==> src/rtl/spike_decoder_if.sv <==
// Bundle of spike-decoder stimulus and result signals.
// The bench or upstream neuron logic drives through master; the decoder attaches to slave.
interface spike_decoder_if #(
  parameter int CNT_W = 8
) ();
  logic             spike;
  logic             enable;
  logic [CNT_W-1:0] window_len;
  logic [CNT_W-1:0] rate;
  logic             rate_valid;
  logic [CNT_W-1:0] isi;
  logic             isi_valid;
  logic             busy;

  modport master (
    output spike, enable, window_len,
    input  rate, rate_valid, isi, isi_valid, busy
  );

  modport slave (
    input  spike, enable, window_len,
    output rate, rate_valid, isi, isi_valid, busy
  );
endinterface

==> src/rtl/spike_decoder.sv <==
// Spike-train decoder: windowed spike rate (gapless back-to-back windows)
// and last inter-spike interval, both as registered values with one-cycle valid pulses.
module spike_decoder #(
  parameter int CNT_W = 8
) (
  input  logic           clk,
  input  logic           reset_n,
  spike_decoder_if.slave bus
);

  typedef enum logic {IDLE, COUNT} state_t;

  state_t           state_q, state_d;
  logic [CNT_W-1:0] win_len_q, win_len_d;
  logic [CNT_W-1:0] cyc_q, cyc_d;
  logic [CNT_W-1:0] spk_cnt_q, spk_cnt_d;
  logic [CNT_W-1:0] rate_q, rate_d;
  logic             rate_valid_q, rate_valid_d;
  logic [CNT_W-1:0] isi_cnt_q, isi_cnt_d;
  logic             armed_q, armed_d;
  logic [CNT_W-1:0] isi_q, isi_d;
  logic             isi_valid_q, isi_valid_d;

  logic [CNT_W-1:0] win_last;
  logic [CNT_W-1:0] spk_next;

  function automatic logic [CNT_W-1:0] sat_inc(input logic [CNT_W-1:0] v);
    return (&v) ? v : v + 1'b1;
  endfunction

  // A latched length of 0 wraps to all-ones here, i.e. a 2^CNT_W-cycle window.
  assign win_last = win_len_q - 1'b1;
  assign spk_next = bus.spike ? sat_inc(spk_cnt_q) : spk_cnt_q;

  always_comb begin
    state_d      = state_q;
    win_len_d    = win_len_q;
    cyc_d        = cyc_q;
    spk_cnt_d    = spk_cnt_q;
    rate_d       = rate_q;
    rate_valid_d = 1'b0;
    case (state_q)
      IDLE: begin
        if (bus.enable) begin
          state_d   = COUNT;
          win_len_d = bus.window_len;
          cyc_d     = '0;
          spk_cnt_d = '0;
        end
      end
      COUNT: begin
        if (!bus.enable) begin
          state_d   = IDLE;
          cyc_d     = '0;
          spk_cnt_d = '0;
        end else if (cyc_q == win_last) begin
          // Window closes and the next one opens on the same edge.
          rate_d       = spk_next;
          rate_valid_d = 1'b1;
          win_len_d    = bus.window_len;
          cyc_d        = '0;
          spk_cnt_d    = '0;
        end else begin
          cyc_d     = cyc_q + 1'b1;
          spk_cnt_d = spk_next;
        end
      end
      default: begin
        state_d   = IDLE;
        cyc_d     = '0;
        spk_cnt_d = '0;
      end
    endcase
  end

  // ISI tracking runs on every enabled edge regardless of window state.
  always_comb begin
    isi_d       = isi_q;
    isi_valid_d = 1'b0;
    armed_d     = armed_q;
    isi_cnt_d   = isi_cnt_q;
    if (!bus.enable) begin
      armed_d   = 1'b0;
      isi_cnt_d = '0;
    end else if (bus.spike) begin
      if (armed_q) begin
        isi_d       = sat_inc(isi_cnt_q);
        isi_valid_d = 1'b1;
      end
      armed_d   = 1'b1;
      isi_cnt_d = '0;
    end else if (armed_q) begin
      isi_cnt_d = sat_inc(isi_cnt_q);
    end
  end

  always_ff @(posedge clk) begin
    if (!reset_n) begin
      state_q      <= IDLE;
      win_len_q    <= '0;
      cyc_q        <= '0;
      spk_cnt_q    <= '0;
      rate_q       <= '0;
      rate_valid_q <= 1'b0;
      isi_cnt_q    <= '0;
      armed_q      <= 1'b0;
      isi_q        <= '0;
      isi_valid_q  <= 1'b0;
    end else begin
      state_q      <= state_d;
      win_len_q    <= win_len_d;
      cyc_q        <= cyc_d;
      spk_cnt_q    <= spk_cnt_d;
      rate_q       <= rate_d;
      rate_valid_q <= rate_valid_d;
      isi_cnt_q    <= isi_cnt_d;
      armed_q      <= armed_d;
      isi_q        <= isi_d;
      isi_valid_q  <= isi_valid_d;
    end
  end

  assign bus.rate       = rate_q;
  assign bus.rate_valid = rate_valid_q;
  assign bus.isi        = isi_q;
  assign bus.isi_valid  = isi_valid_q;
  assign bus.busy       = (state_q == COUNT);

endmodule

==> src/flat_wrapper.sv <==
// flat-port wrapper written by rule: the top's interface ports become plain ports
module spike_decoder_flat 
#(
  parameter int CNT_W = 8
)
  (clk, reset_n, bus_spike, bus_enable, bus_window_len, bus_rate, bus_rate_valid, bus_isi, bus_isi_valid, bus_busy);
  spike_decoder_if #(.CNT_W(CNT_W)) bus_i ();
  input  logic clk;
  input  logic reset_n;
  input wire logic [$bits(bus_i.spike)-1:0] bus_spike;
  input wire logic [$bits(bus_i.enable)-1:0] bus_enable;
  input wire logic [$bits(bus_i.window_len)-1:0] bus_window_len;
  output wire logic [$bits(bus_i.rate)-1:0] bus_rate;
  output wire logic [$bits(bus_i.rate_valid)-1:0] bus_rate_valid;
  output wire logic [$bits(bus_i.isi)-1:0] bus_isi;
  output wire logic [$bits(bus_i.isi_valid)-1:0] bus_isi_valid;
  output wire logic [$bits(bus_i.busy)-1:0] bus_busy;
  assign bus_i.spike = bus_spike;
  assign bus_i.enable = bus_enable;
  assign bus_i.window_len = bus_window_len;
  assign bus_rate = bus_i.rate;
  assign bus_rate_valid = bus_i.rate_valid;
  assign bus_isi = bus_i.isi;
  assign bus_isi_valid = bus_i.isi_valid;
  assign bus_busy = bus_i.busy;
  spike_decoder #(.CNT_W(CNT_W)) u_core (.clk(clk), .reset_n(reset_n), .bus(bus_i));
endmodule
==> config.mk <==
export PLATFORM = sky130hd
export DESIGN_NAME = spike_decoder_flat
export DESIGN_NICKNAME = d
export VERILOG_FILES = /design/src/rtl/spike_decoder_if.sv /design/src/rtl/spike_decoder.sv /design/src/flat_wrapper.sv
export SDC_FILE = /design/constraint.sdc
export NUM_CORES = 1
export LEC_CHECK = 0
export CAP_MARGIN = 0
export CORE_MARGIN = 3
export CORE_UTILIZATION = 25
export DETAILED_ROUTE_END_ITERATION = 7
export GPL_TIMING_DRIVEN = 0
export SLEW_MARGIN = 10
export SYNTH_ARGS = -nofsm -noshare
export SYNTH_HDL_FRONTEND = slang
export SYNTH_SLANG_ARGS = --single-unit
==> constraint.sdc <==
create_clock -name clk -period 2.9 [get_ports clk]
set_clock_uncertainty 0.05 [all_clocks]
set_input_delay 0.725 -clock clk [delete_from_list [all_inputs] [get_ports clk]]
set_output_delay 0.725 -clock clk [all_outputs]
set_load 0.01 [all_outputs]
==> out/results.txt, run 1 <==
status -> finished, final reports clean
crit path launch type -> input pin
Synth async-reset ratio -> 0%
final std cells w/o fill -> 476
Final HPWL DP -> 4590 um
Sink Count -> 52
DR WL/cell -> 13.1 um
maxcap violations -> 0
Cell variety after synth -> 53
initial core utilization -> 26.3%
synthesized area per cell -> 8.58 um^2
final net count -> 358
Worst EP arrival -> 2690 ps
IO Port Bufs -> 28
layout cells sized above 1 -> 8.75%
clk slew on worst S/H paths -> 100 ps
Area after DPL -> 3080 um^2
Final ANT Viol Nets -> 0
# fillers -> 1065
total power -> 1.29 mW
initial antenna violation count -> 0
Comb power frac -> 9.5%
VDD IR max -> 0.250 mV
timing-limited maximum frequency -> 0.397 GHz
syn_nets -> 323
final setup vio count -> 0
Slew Viols, Final -> 0
Site Rows -> 36
Critical-path top delay cell -> clkdlybuf4s50_1
hold depth -> 2
Post-synth top flop -> dfxtp_1
number of I/O pins -> 31
crit-path max FO -> 10
DRC violations left -> 0
CTS tree -> built
Critical Path RT -> 3070 ps
switching share of power -> 25.9%
Die Ht -> 109 um
vias -> 2294
Vias/cell -> 4.82
Remaining Overflow, GRT -> 0
CP endpoint kind -> flip-flop
sequential share of power -> 57.4%
kind of critical path -> input pin to flip-flop
largest net degree at the start of global routing -> 18
DR pass1 iterations -> 4
Yosys reg bits -> 52
post-route cell area -> 3170 um^2
YS warnings -> 0
P&R area growth vs syn -> 20.5%
DP Worst Slack -> -211 ps
number of antenna diodes -> 0
synthesized area -> 2630 um^2
worst reg-to-reg path cell count -> 9
number of synthesized flops with an enable pin -> 0
switching power -> 334 uW
WL final -> 6210 um
slew margin rel. -> 58.4%
Bufs on Longest Clock Path -> 2
overall routing resource usage -> 10.8%
Sum Neg Setup Slack -> 0 ps
worst slew pin tran -> 619 ps
GPL Wtd Cong -> 0.833
RSZ-0062 raised after global routing -> no
first-pass GRT wire length -> 10400 um
chip width -> 109 um
minimum clock period -> 2520 ps
crit-path cells -> clkdlybuf4s50_1 > nand2_1 > nor2_2 > nand2_2 > o311ai_2
CP max stage delay -> 650 ps
Power Dens Cells -> 406 nW/um^2
H-Tree Depth -> 2
Internal -> 955 uW
TritonCTS buffer count -> 5
Clk pwr share -> 33.1%
Iteration-0 DRC Markers -> 100
final worst setup slack -> 379 ps
CTS Root Cell -> clkbuf_8
Worst-Skew Late Latency -> 310 ps
synthesized instance count -> 307
HP Class -> flip-flop to flip-flop
number of global-route vias before repair -> 2182
sequential share of the synthesized area -> 39.5%
Post-CTS Setup Bufs -> 0
LEAKAGE -> 1.09 nW
die area -> 11800 um^2
CORE AREA -> 10000 um^2
ratio of final minimum period to clock period -> 86.9%
Placed Cells -> 468
Final Hold Vio Count -> 0
-- registers in the layout (all words and copies together) (netlist names) --
name and count:
u_core.armed_q 1, u_core.bus.busy 1, u_core.bus.isi 8, u_core.bus.isi_valid 1, u_core.bus.rate 8, u_core.bus.rate_valid 1, u_core.cyc_q 8, u_core.isi_cnt_q 8
u_core.spk_cnt_q 8, u_core.win_len_q 8
-- per-layer routing --
metal	up-vias	part of all wire, %	wire (um)	global-route usage [%]
li1	1163	-	-	-
met1	1097	47	2900	13.8
met2	29	50	3080	18.6
met3	5	2.8	173	2.25
met4	0	0.89	55	2.52
met5	-	0	0	0
-- repair_timing --
action	in CTS	in global routing
endpoints found under the setup margin	0	2
gates resized for setup	0	1
hold buffers	0	0
-- cell usage in the layout, fill, tap and decap left out, types with 5 or more instances in the layout --
master,instances
clkdlybuf4s50_1,28
clkbuf_1,12
mux2i_1,13
clkbuf_8,5
nand4_1,8
nor2_1,28
nand2_1,43
nor3_1,7
inv_1,7
xnor2_1,9
nand3_1,17
xor2_1,12
a22o_1,6
dfxtp_1,52
a211oi_1,8
o21ai_1,5
a21oi_1,17
-- cell usage after synthesis, drive strengths merged (6+ instances only) --
cell type	n	area share (%)
xnor2	9	3.0
nor3	8	1.9
nand3	17	3.2
a22o	6	2.0
inv	7	1.0
nand2	44	6.4
o21ai	6	1.1
a211oi	8	2.3
mux2i	13	4.9
a21oi	17	3.2
xor2	12	4.0
dfxtp	52	40
clkbuf	12	1.7
nor2	30	4.4
nand4	8	1.9
-- stage by stage --
step | util [%] | hold slack (ps)
3_5_place_dp | 30.8 | 398
3_3_place_gp | 30.8 | 396
4_1_cts | 31.7 | 416
5_1_grt | 31.7 | 438
2_1_floorplan | - | 397
6_report | 31.7 | 411
-- power groups by stage --
stage / Sequential, mW / Combinational [mW] / Clock (mW)
floorplan: 0.754 / 0.0827 / 0
CTS: 0.740 / 0.123 / 0.446
detailed placement: 0.756 / 0.123 / 0
finish: 0.740 / 0.122 / 0.427
global placement: 0.756 / 0.120 / 0
global route: 0.742 / 0.137 / 0.466
-- area by class of cell --
| type | count | area [um^2] | area share, % |
|---|---|---|---|
| flip-flops and latches | 52 | 1040 | 32.8 |
| multi-input cells | 232 | 1490 | 46.8 |
| inverters | 7 | 26.3 | 0.828 |
| well taps | 133 | 166 | 5.24 |
| plain buffers | 16 | 82.6 | 2.60 |
| repair buffers | 28 | 280 | 8.83 |
| clock inverters | 3 | 22.5 | 0.710 |
| clock buffers | 5 | 68.8 | 2.17 |
-- final timing paths --
check	slack, ps	endpoint	startpoint
max	380	u_core.cyc_q[5]$_SDFFE_PN0P_	bus_enable
min	410	u_core.bus.isi[0]$_SDFFE_PN0P_	u_core.bus.isi[0]$_SDFFE_PN0P_
max reg2reg	460	u_core.win_len_q[5]$_SDFFE_PN0P_	u_core.win_len_q[0]$_SDFFE_PN0P_
min reg2reg	410	u_core.bus.isi[0]$_SDFFE_PN0P_	u_core.bus.isi[0]$_SDFFE_PN0P_
-- worst max-delay path, delay by kind of cell --
kind | cells | cell delay [ps]
simple gates | 3 | 1030
buf+inv | 1 | 650
compound gates | 1 | 290
-- kinds of logic after synthesis --
kind of cell,Yosys count,synth area share (%)
XOR/XNOR,21,6.99
adder cells (fa/ha/maj),4,1.90
multiplexers,14,5.37
flip-flops,52,39.5
AND/OR/NAND/NOR,134,25.6
AO/OA/AOI/OAI,59,16.5
buffers and inverters,23,4.13
Power figures use the tool's default switching activity.
==> run 2, diff against run 1 <==
--- a/config.mk
+++ b/config.mk
@@ -7,10 +7,10 @@
 export LEC_CHECK = 0
 export CAP_MARGIN = 0
 export CORE_MARGIN = 3
-export CORE_UTILIZATION = 25
+export CORE_UTILIZATION = 55
 export DETAILED_ROUTE_END_ITERATION = 7
 export GPL_TIMING_DRIVEN = 0
-export SLEW_MARGIN = 10
+export PLACE_DENSITY = 0.79
 export SYNTH_ARGS = -nofsm -noshare
 export SYNTH_HDL_FRONTEND = slang
 export SYNTH_SLANG_ARGS = --single-unit
==> constraint.sdc (replaced) <==
create_clock -name clk -period 2.6 [get_ports clk]
set_clock_uncertainty 0.05 [all_clocks]
set_input_delay 0.65 -clock clk [delete_from_list [all_inputs] [get_ports clk]]
set_output_delay 0.65 -clock clk [all_outputs]
set_load 0.01 [all_outputs]
==> run 2 against run 1 <==
Against the previous run: register-to-register slack got worse by 300 ps; sequential power increased by 11%; hold slack improved by 8.7 ps; routed wire length decreased by 7.9%; sequential cell count unchanged; critical endpoint is now u_core.win_len_q[7]$_SDFFE_PN0P_; largest cell class unchanged; highest routed layer unchanged.
==> out/results.txt, run 2 (same netlist as run 1, synthesis figures left out) <==
status -> finished, final reports clean
Area after DPL -> 2980 um^2 (-3.3%)
Sink Count -> 52 (unchanged)
Final Hold Vio Count -> 0 (unchanged)
Vias/cell -> 5.79 (+20%)
largest net degree at the start of global routing -> 16 (-2)
initial antenna violation count -> 0 (unchanged)
total power -> 1.44 mW (+11%)
final core utilization -> 68.8% (+37 points)
HP Class -> flip-flop to flip-flop
LEAKAGE -> 1.09 nW (-0.35%)
first-pass GRT wire length -> 9680 um (-6.8%)
overall routing resource usage -> 22.1% (+11 points)
switching share of power -> 24.2% (-1.7 points)
Slew Viols, Final -> 0 (unchanged)
Worst-Skew Late Latency -> 300 ps (about the same)
Critical Path RT -> 2780 ps (-290 ps)
CORE AREA -> 4470 um^2 (-55%)
Post-CTS Setup Bufs -> 0 (unchanged)
Internal -> 1.09 mW (+14%)
Sum Neg Setup Slack -> 0 ps (unchanged)
switching power -> 347 uW (+3.9%)
minimum clock period -> 2440 ps
sequential share of power -> 57.5% (about the same)
Worst EP arrival -> 2620 ps (-70 ps)
final setup vio count -> 0 (unchanged)
hold depth -> 2 (unchanged)
final net count -> 358 (unchanged)
timing-limited maximum frequency -> 0.411 GHz
Power Dens Cells -> 466 nW/um^2 (+15%)
Worst Hold End -> u_core.bus.isi[0]$_SDFFE_PN0P_
RSZ-0062 raised after global routing -> no
CP endpoint kind -> flip-flop
DRC violations left -> 0 (unchanged)
vias -> 2289 (-0.22%)
VDD IR max -> 0.352 mV (+41%)
post-route cell area -> 3080 um^2 (-2.9%)
kind of critical path -> flip-flop to flip-flop
number of I/O pins -> 31 (unchanged)
slew margin rel. -> 61.7% (+3.3 points)
chip width -> 75.2 um (-31%)
Clk pwr share -> 33.1% (about the same)
DR WL/cell -> 14.5 um (+11%)
R2R Path Start -> u_core.win_len_q[0]$_SDFFE_PN0P_
Iteration-0 DRC Markers -> 114 (+14%)
die area -> 5650 um^2 (-52%)
H-Tree Depth -> 2 (unchanged)
crit path launch type -> flip-flop
CTS tree -> built
layout cells sized above 1 -> 8.75% (unchanged)
worst slew pin tran -> 574 ps (-44.4 ps)
Bufs on Longest Clock Path -> 2 (unchanged)
DP Worst Slack -> -238 ps (-27.3 ps)
TritonCTS buffer count -> 5 (unchanged)
Worst R2R End -> u_core.win_len_q[7]$_SDFFE_PN0P_
most common cell after layout, fill and taps aside -> dfxtp_1
Site Rows -> 24 (-33%)
R2R Setup Slk -> 160 ps (-300 ps)
Die Ht -> 75.2 um (-31%)
WL final -> 5720 um (-7.9%)
worst reg-to-reg path cell count -> 9 (unchanged)
Comb power frac -> 9.4% (about the same)
IO Port Bufs -> 28 (unchanged)
Remaining Overflow, GRT -> 0 (unchanged)
commonest cells after routing, fill and taps aside -> dfxtp_1, nand2_1, nor2_1, clkdlybuf4s50_1
crit-path max FO -> 8 (-2)
GPL Wtd Cong -> 0.838 (+0.66%)
Final ANT Viol Nets -> 0 (unchanged)
clk slew on worst S/H paths -> 90 ps (about the same)
number of antenna diodes -> 0 (unchanged)
number of global-route vias before repair -> 2105 (-3.5%)
HP Start -> u_core.bus.isi[0]$_SDFFE_PN0P_
CTS Root Cell -> clkbuf_8
maxcap violations -> 0 (unchanged)
ratio of final minimum period to clock period -> 93.7%
DR pass1 iterations -> 4 (unchanged)
initial core utilization -> 58.8% (+33 points)
P&R area growth vs syn -> 17.0%
final worst setup slack -> 165 ps (-214 ps)
Final HPWL DP -> 4060 um (-12%)
==> run 2: power groups by stage <==
stage	Combinational (mW)	Clock, mW	Sequential, mW
2_1_floorplan	0.0923	0	0.841
3_3_place_gp	0.130	0	0.843
3_5_place_dp	0.133	0	0.843
4_1_cts	0.134	0.490	0.825
5_1_grt	0.151	0.515	0.828
6_report	0.136	0.475	0.825
==> run 2: how the worst max path moves through the flow <==
stage	start	end	slack, ps	cells past startpoint
3_5_place_dp	bus_enable	u_core.cyc_q[6]$_SDFFE_PN0P_	-240	5
2_1_floorplan	u_core.win_len_q[0]$_SDFFE_PN0P_	u_core.win_len_q[0]$_SDFFE_PN0P_	460	9
6_report	u_core.win_len_q[0]$_SDFFE_PN0P_	u_core.win_len_q[7]$_SDFFE_PN0P_	160	9
3_3_place_gp	bus_enable	u_core.cyc_q[5]$_SDFFE_PN0P_	-220	5
4_1_cts	bus_enable	u_core.cyc_q[5]$_SDFFE_PN0P_	40	5
5_1_grt	u_core.win_len_q[0]$_SDFFE_PN0P_	u_core.win_len_q[3]$_SDFFE_PN0P_	0.09	9
==> run 2: what timing repair did <==
item / in CTS / in global routing
hold buffers: 0 / 0
setup endpoints to repair: 0 / 27
resized for setup: 0 / 2
hold endpoints to repair: 0 / 0
==> run 2: layout make-up <==
cell class,instances,area (um^2)
multi-input cells,232,1490
clock buffers,7,86.3
clock inverters,1,7.51
flip-flops and latches,52,1040
inverters,7,26.3
fillers,377,1390
plain buffers,16,82.6
well taps,52,65.1
repair buffers,28,280
==> run 2: stage by stage <==
stage          hold slack, ps  cells
2_1_floorplan             397    307
3_3_place_gp              394    387
3_5_place_dp              402    387
4_1_cts                   425    395
5_1_grt                   444    395
6_report                  419    395
==> run 2: critical path: stages (launching register included) <==
cell and delay, ps:
dfxtp_1 370, inv_1 80, ha_1 180, nor3b_2 250, or3b_4 400, a21oi_1 200, o221ai_2 260, a21boi_2 220
buf_6 170, mux2i_1 200
==> run 2: routing by layer <==
metal | vias up | GRT usage (%) | routed length [um]
met5 | - | 0 | 0
li1 | 1160 | - | -
met3 | 5 | 4.27 | 242
met4 | 0 | 6.41 | 59
met1 | 1078 | 29.6 | 2670
met2 | 46 | 36.3 | 2750
==> run 3, diff against run 2 <==
==> constraint.sdc (replaced) <==
create_clock -name clk -period 2.4 [get_ports clk]
set_clock_uncertainty 0.05 [all_clocks]
set_input_delay 0.6 -clock clk [delete_from_list [all_inputs] [get_ports clk]]
set_output_delay 0.6 -clock clk [all_outputs]
set_load 0.01 [all_outputs]
==> run 3 against run 2 <==
Against the previous run: non-clock buffer count rose by 2; critical endpoint is now u_core.spk_cnt_q[1]$_SDFFE_PN0P_; sequential cell count did not move; design area rose by 2.2%; critical path type unchanged; clock-buffer cell count did not move; sequential power rose by 8.5%; clock power rose by 8.6%; power rose by 9.5%; routed wire length rose by 2.0%; largest power group unchanged.
==> out/results.txt, run 3 (same netlist as run 1, synthesis figures left out) <==
ratio of final minimum period to clock period -> 94.9% (+1.2 points)
Worst R2R End -> u_core.spk_cnt_q[1]$_SDFFE_PN0P_
post-route cell area -> 3150 um^2 (+2.2%)
Comb power frac -> 10.3% (+0.9 points)
Sink Count -> 52 (unchanged)
worst slew pin tran -> 591 ps (+16.5 ps)
met1 Resource Use GR -> 29.8% (+0.25 points)
R2R Path Start -> u_core.win_len_q[0]$_SDFFE_PN0P_
Internal -> 1.19 mW (+8.9%)
worst reg-to-reg path cell count -> 9 (unchanged)
CTS tree -> built
Clk pwr share -> 32.8% (-0.3 points)
initial antenna violation count -> 0 (unchanged)
CTS Root Cell -> clkbuf_8
GRT busiest layer -> met2
CP max stage delay -> 410 ps (about the same)
die area -> 5650 um^2 (unchanged)
LEAKAGE -> 1.11 nW (+1.8%)
timing-limited maximum frequency -> 0.439 GHz (+6.9%)
number of antenna diodes -> 0 (unchanged)
Die Ht -> 75.2 um (unchanged)
initial core utilization -> 58.8% (unchanged)
maxcap violations -> 0 (unchanged)
Site Rows -> 24 (unchanged)
Critical Path RT -> 2550 ps (-230 ps)
GPL Wtd Cong -> 0.838 (unchanged)
Remaining Overflow, GRT -> 0 (unchanged)
vias -> 2295 (+0.26%)
number of global-route vias before repair -> 2141 (+1.7%)
Iteration-0 DRC Markers -> 138 (+21%)
WL final -> 5840 um (+2.0%)
P&R area growth vs syn -> 19.6%
switching power -> 387 uW (+12%)
commonest cells after routing, fill and taps aside -> dfxtp_1, nand2_1, nor2_1, clkdlybuf4s50_1, nand3_1
Final HPWL DP -> 4060 um (unchanged)
HP Class -> flip-flop to flip-flop
number of I/O pins -> 31 (unchanged)
HP Start -> u_core.bus.isi[0]$_SDFFE_PN0P_
Slew Viols, Final -> 0 (unchanged)
hold depth -> 2 (unchanged)
Vias/cell -> 5.78 (-0.24%)
clk slew on worst S/H paths -> 90 ps (about the same)
VDD IR max -> 0.370 mV (+5.0%)
Final ANT Viol Nets -> 0 (unchanged)
sequential share of power -> 56.9% (-0.6 points)
largest net degree at the start of global routing -> 16 (unchanged)
Area after DPL -> 2980 um^2 (unchanged)
DRC violations left -> 0 (unchanged)
Placed Cells -> 387 (unchanged)
first-pass GRT wire length -> 9820 um (+1.4%)
Worst EP arrival -> 2430 ps (-190 ps)
IO Port Bufs -> 28 (unchanged)
Power Dens Cells -> 499 nW/um^2 (+7.2%)
overall routing resource usage -> 22.4% (+0.28 points)
Crit path max-delay family -> simple AND/OR/NAND/NOR gates
kind of critical path -> flip-flop to flip-flop
H-Tree Depth -> 2 (unchanged)
most common cell after layout, fill and taps aside -> dfxtp_1
final net count -> 360 (+0.56%)
chip width -> 75.2 um (unchanged)
crit path launch type -> flip-flop
Final Hold Vio Count -> 0 (unchanged)
Buf/Inv on CP -> 2 (unchanged)
slew margin rel. -> 60.6% (-1.1 points)
Worst Hold End -> u_core.bus.isi[0]$_SDFFE_PN0P_
Bufs on Longest Clock Path -> 2 (unchanged)
crit-path cells -> inv_1 > ha_2 > nor3b_4 > or3b_4 > a21oi_4 > o221a_1 > buf_6 > nor3_4 > a32o_1
final std cells w/o fill -> 397 (+0.51%)
R2R Setup Slk -> 120 ps (-40 ps)
TritonCTS buffer count -> 5 (unchanged)
CP endpoint kind -> flip-flop
DR pass1 iterations -> 4 (unchanged)
final setup vio count -> 0 (unchanged)
final hold slack -> 420 ps (+0.0990 ps)
switching share of power -> 24.6% (+0.45 points)
DR WL/cell -> 14.7 um (+1.5%)
GR Util met2 -> 36.6% (+0.29 points)
layout cells sized above 1 -> 10.4% (+1.7 points)
Critical-path top delay cell -> or3b_4
met3 Track Usage GR -> 4.41% (+0.13 points)
CORE AREA -> 4470 um^2 (unchanged)
Worst-Skew Late Latency -> 300 ps (about the same)
status -> finished, final reports clean
crit-path max FO -> 9 (+1)
minimum clock period -> 2280 ps (-158 ps)
-- run 3: worst max-delay path by stage --
stage / from / endpoint / slack, ps / cells after the start
5_1_grt: u_core.win_len_q[0]$_SDFFE_PN0P_ / u_core.spk_cnt_q[1]$_SDFFE_PN0P_ / -2 / 9
4_1_cts: u_core.win_len_q[0]$_SDFFE_PN0P_ / u_core.spk_cnt_q[1]$_SDFFE_PN0P_ / 10 / 9
2_1_floorplan: u_core.win_len_q[0]$_SDFFE_PN0P_ / u_core.win_len_q[0]$_SDFFE_PN0P_ / 260 / 9
3_3_place_gp: bus_enable / u_core.cyc_q[5]$_SDFFE_PN0P_ / -370 / 5
6_report: u_core.win_len_q[0]$_SDFFE_PN0P_ / u_core.spk_cnt_q[1]$_SDFFE_PN0P_ / 120 / 9
3_5_place_dp: bus_enable / u_core.cyc_q[6]$_SDFFE_PN0P_ / -390 / 5
-- run 3: layout make-up --
cell class	instances	area, um^2
buffer	16	86.3
clock buffer	7	86.3
clock inverter	1	7.51
fill	370	1330
inverter	7	26.3
multi-input combinational	232	1540
sequential	52	1050
tap	52	65.1
timing repair buffer	30	295
-- run 3: power groups by stage --
stage / clock network, mW / logic [mW] / registers, mW
after floorplan: 0 / 0.100 / 0.911
after detailed placement: 0 / 0.144 / 0.914
after global placement: 0 / 0.141 / 0.913
final: 0.516 / 0.162 / 0.895
after CTS: 0.531 / 0.150 / 0.894
after global routing: 0.557 / 0.179 / 0.897
-- run 3: timing repair --
action | 4_1_cts | 5_1_grt
pin swaps | 0 | 4
setup endpoints to repair | 15 | 32
buffers inserted | 1 | 1
resized for setup | 4 | 9
cloned | 0 | 0
hold buffers | 0 | 0
-- run 3: stage by stage --
stage / util (%) / worst slack, ps / TNS [ps] / total power [mW]
2_1_floorplan: - / 263 / 0 / 1.01
3_3_place_gp: 66.6 / -372 / -2790 / 1.05
3_5_place_dp: 66.6 / -388 / -3200 / 1.06
4_1_cts: 69.4 / 11.7 / 0 / 1.58
5_1_grt: 70.4 / -2.10 / -3.81 / 1.63
6_report: 70.4 / 123 / 0 / 1.57
-- run 3: per-layer routing --
layer  vias to the layer above  wire length [um]
met5                         -                 0
met4                         0                76
met3                         7               241
met2                        51              2820
met1                      1069              2700
li1                       1168                 -
-- run 3: worst min-delay path, delay by kind of cell (launching register included) --
family	cells	cell delay, ps
AOI/OAI and AO/OA	1	50
DFF	1	320
and+or+nand+nor	1	50
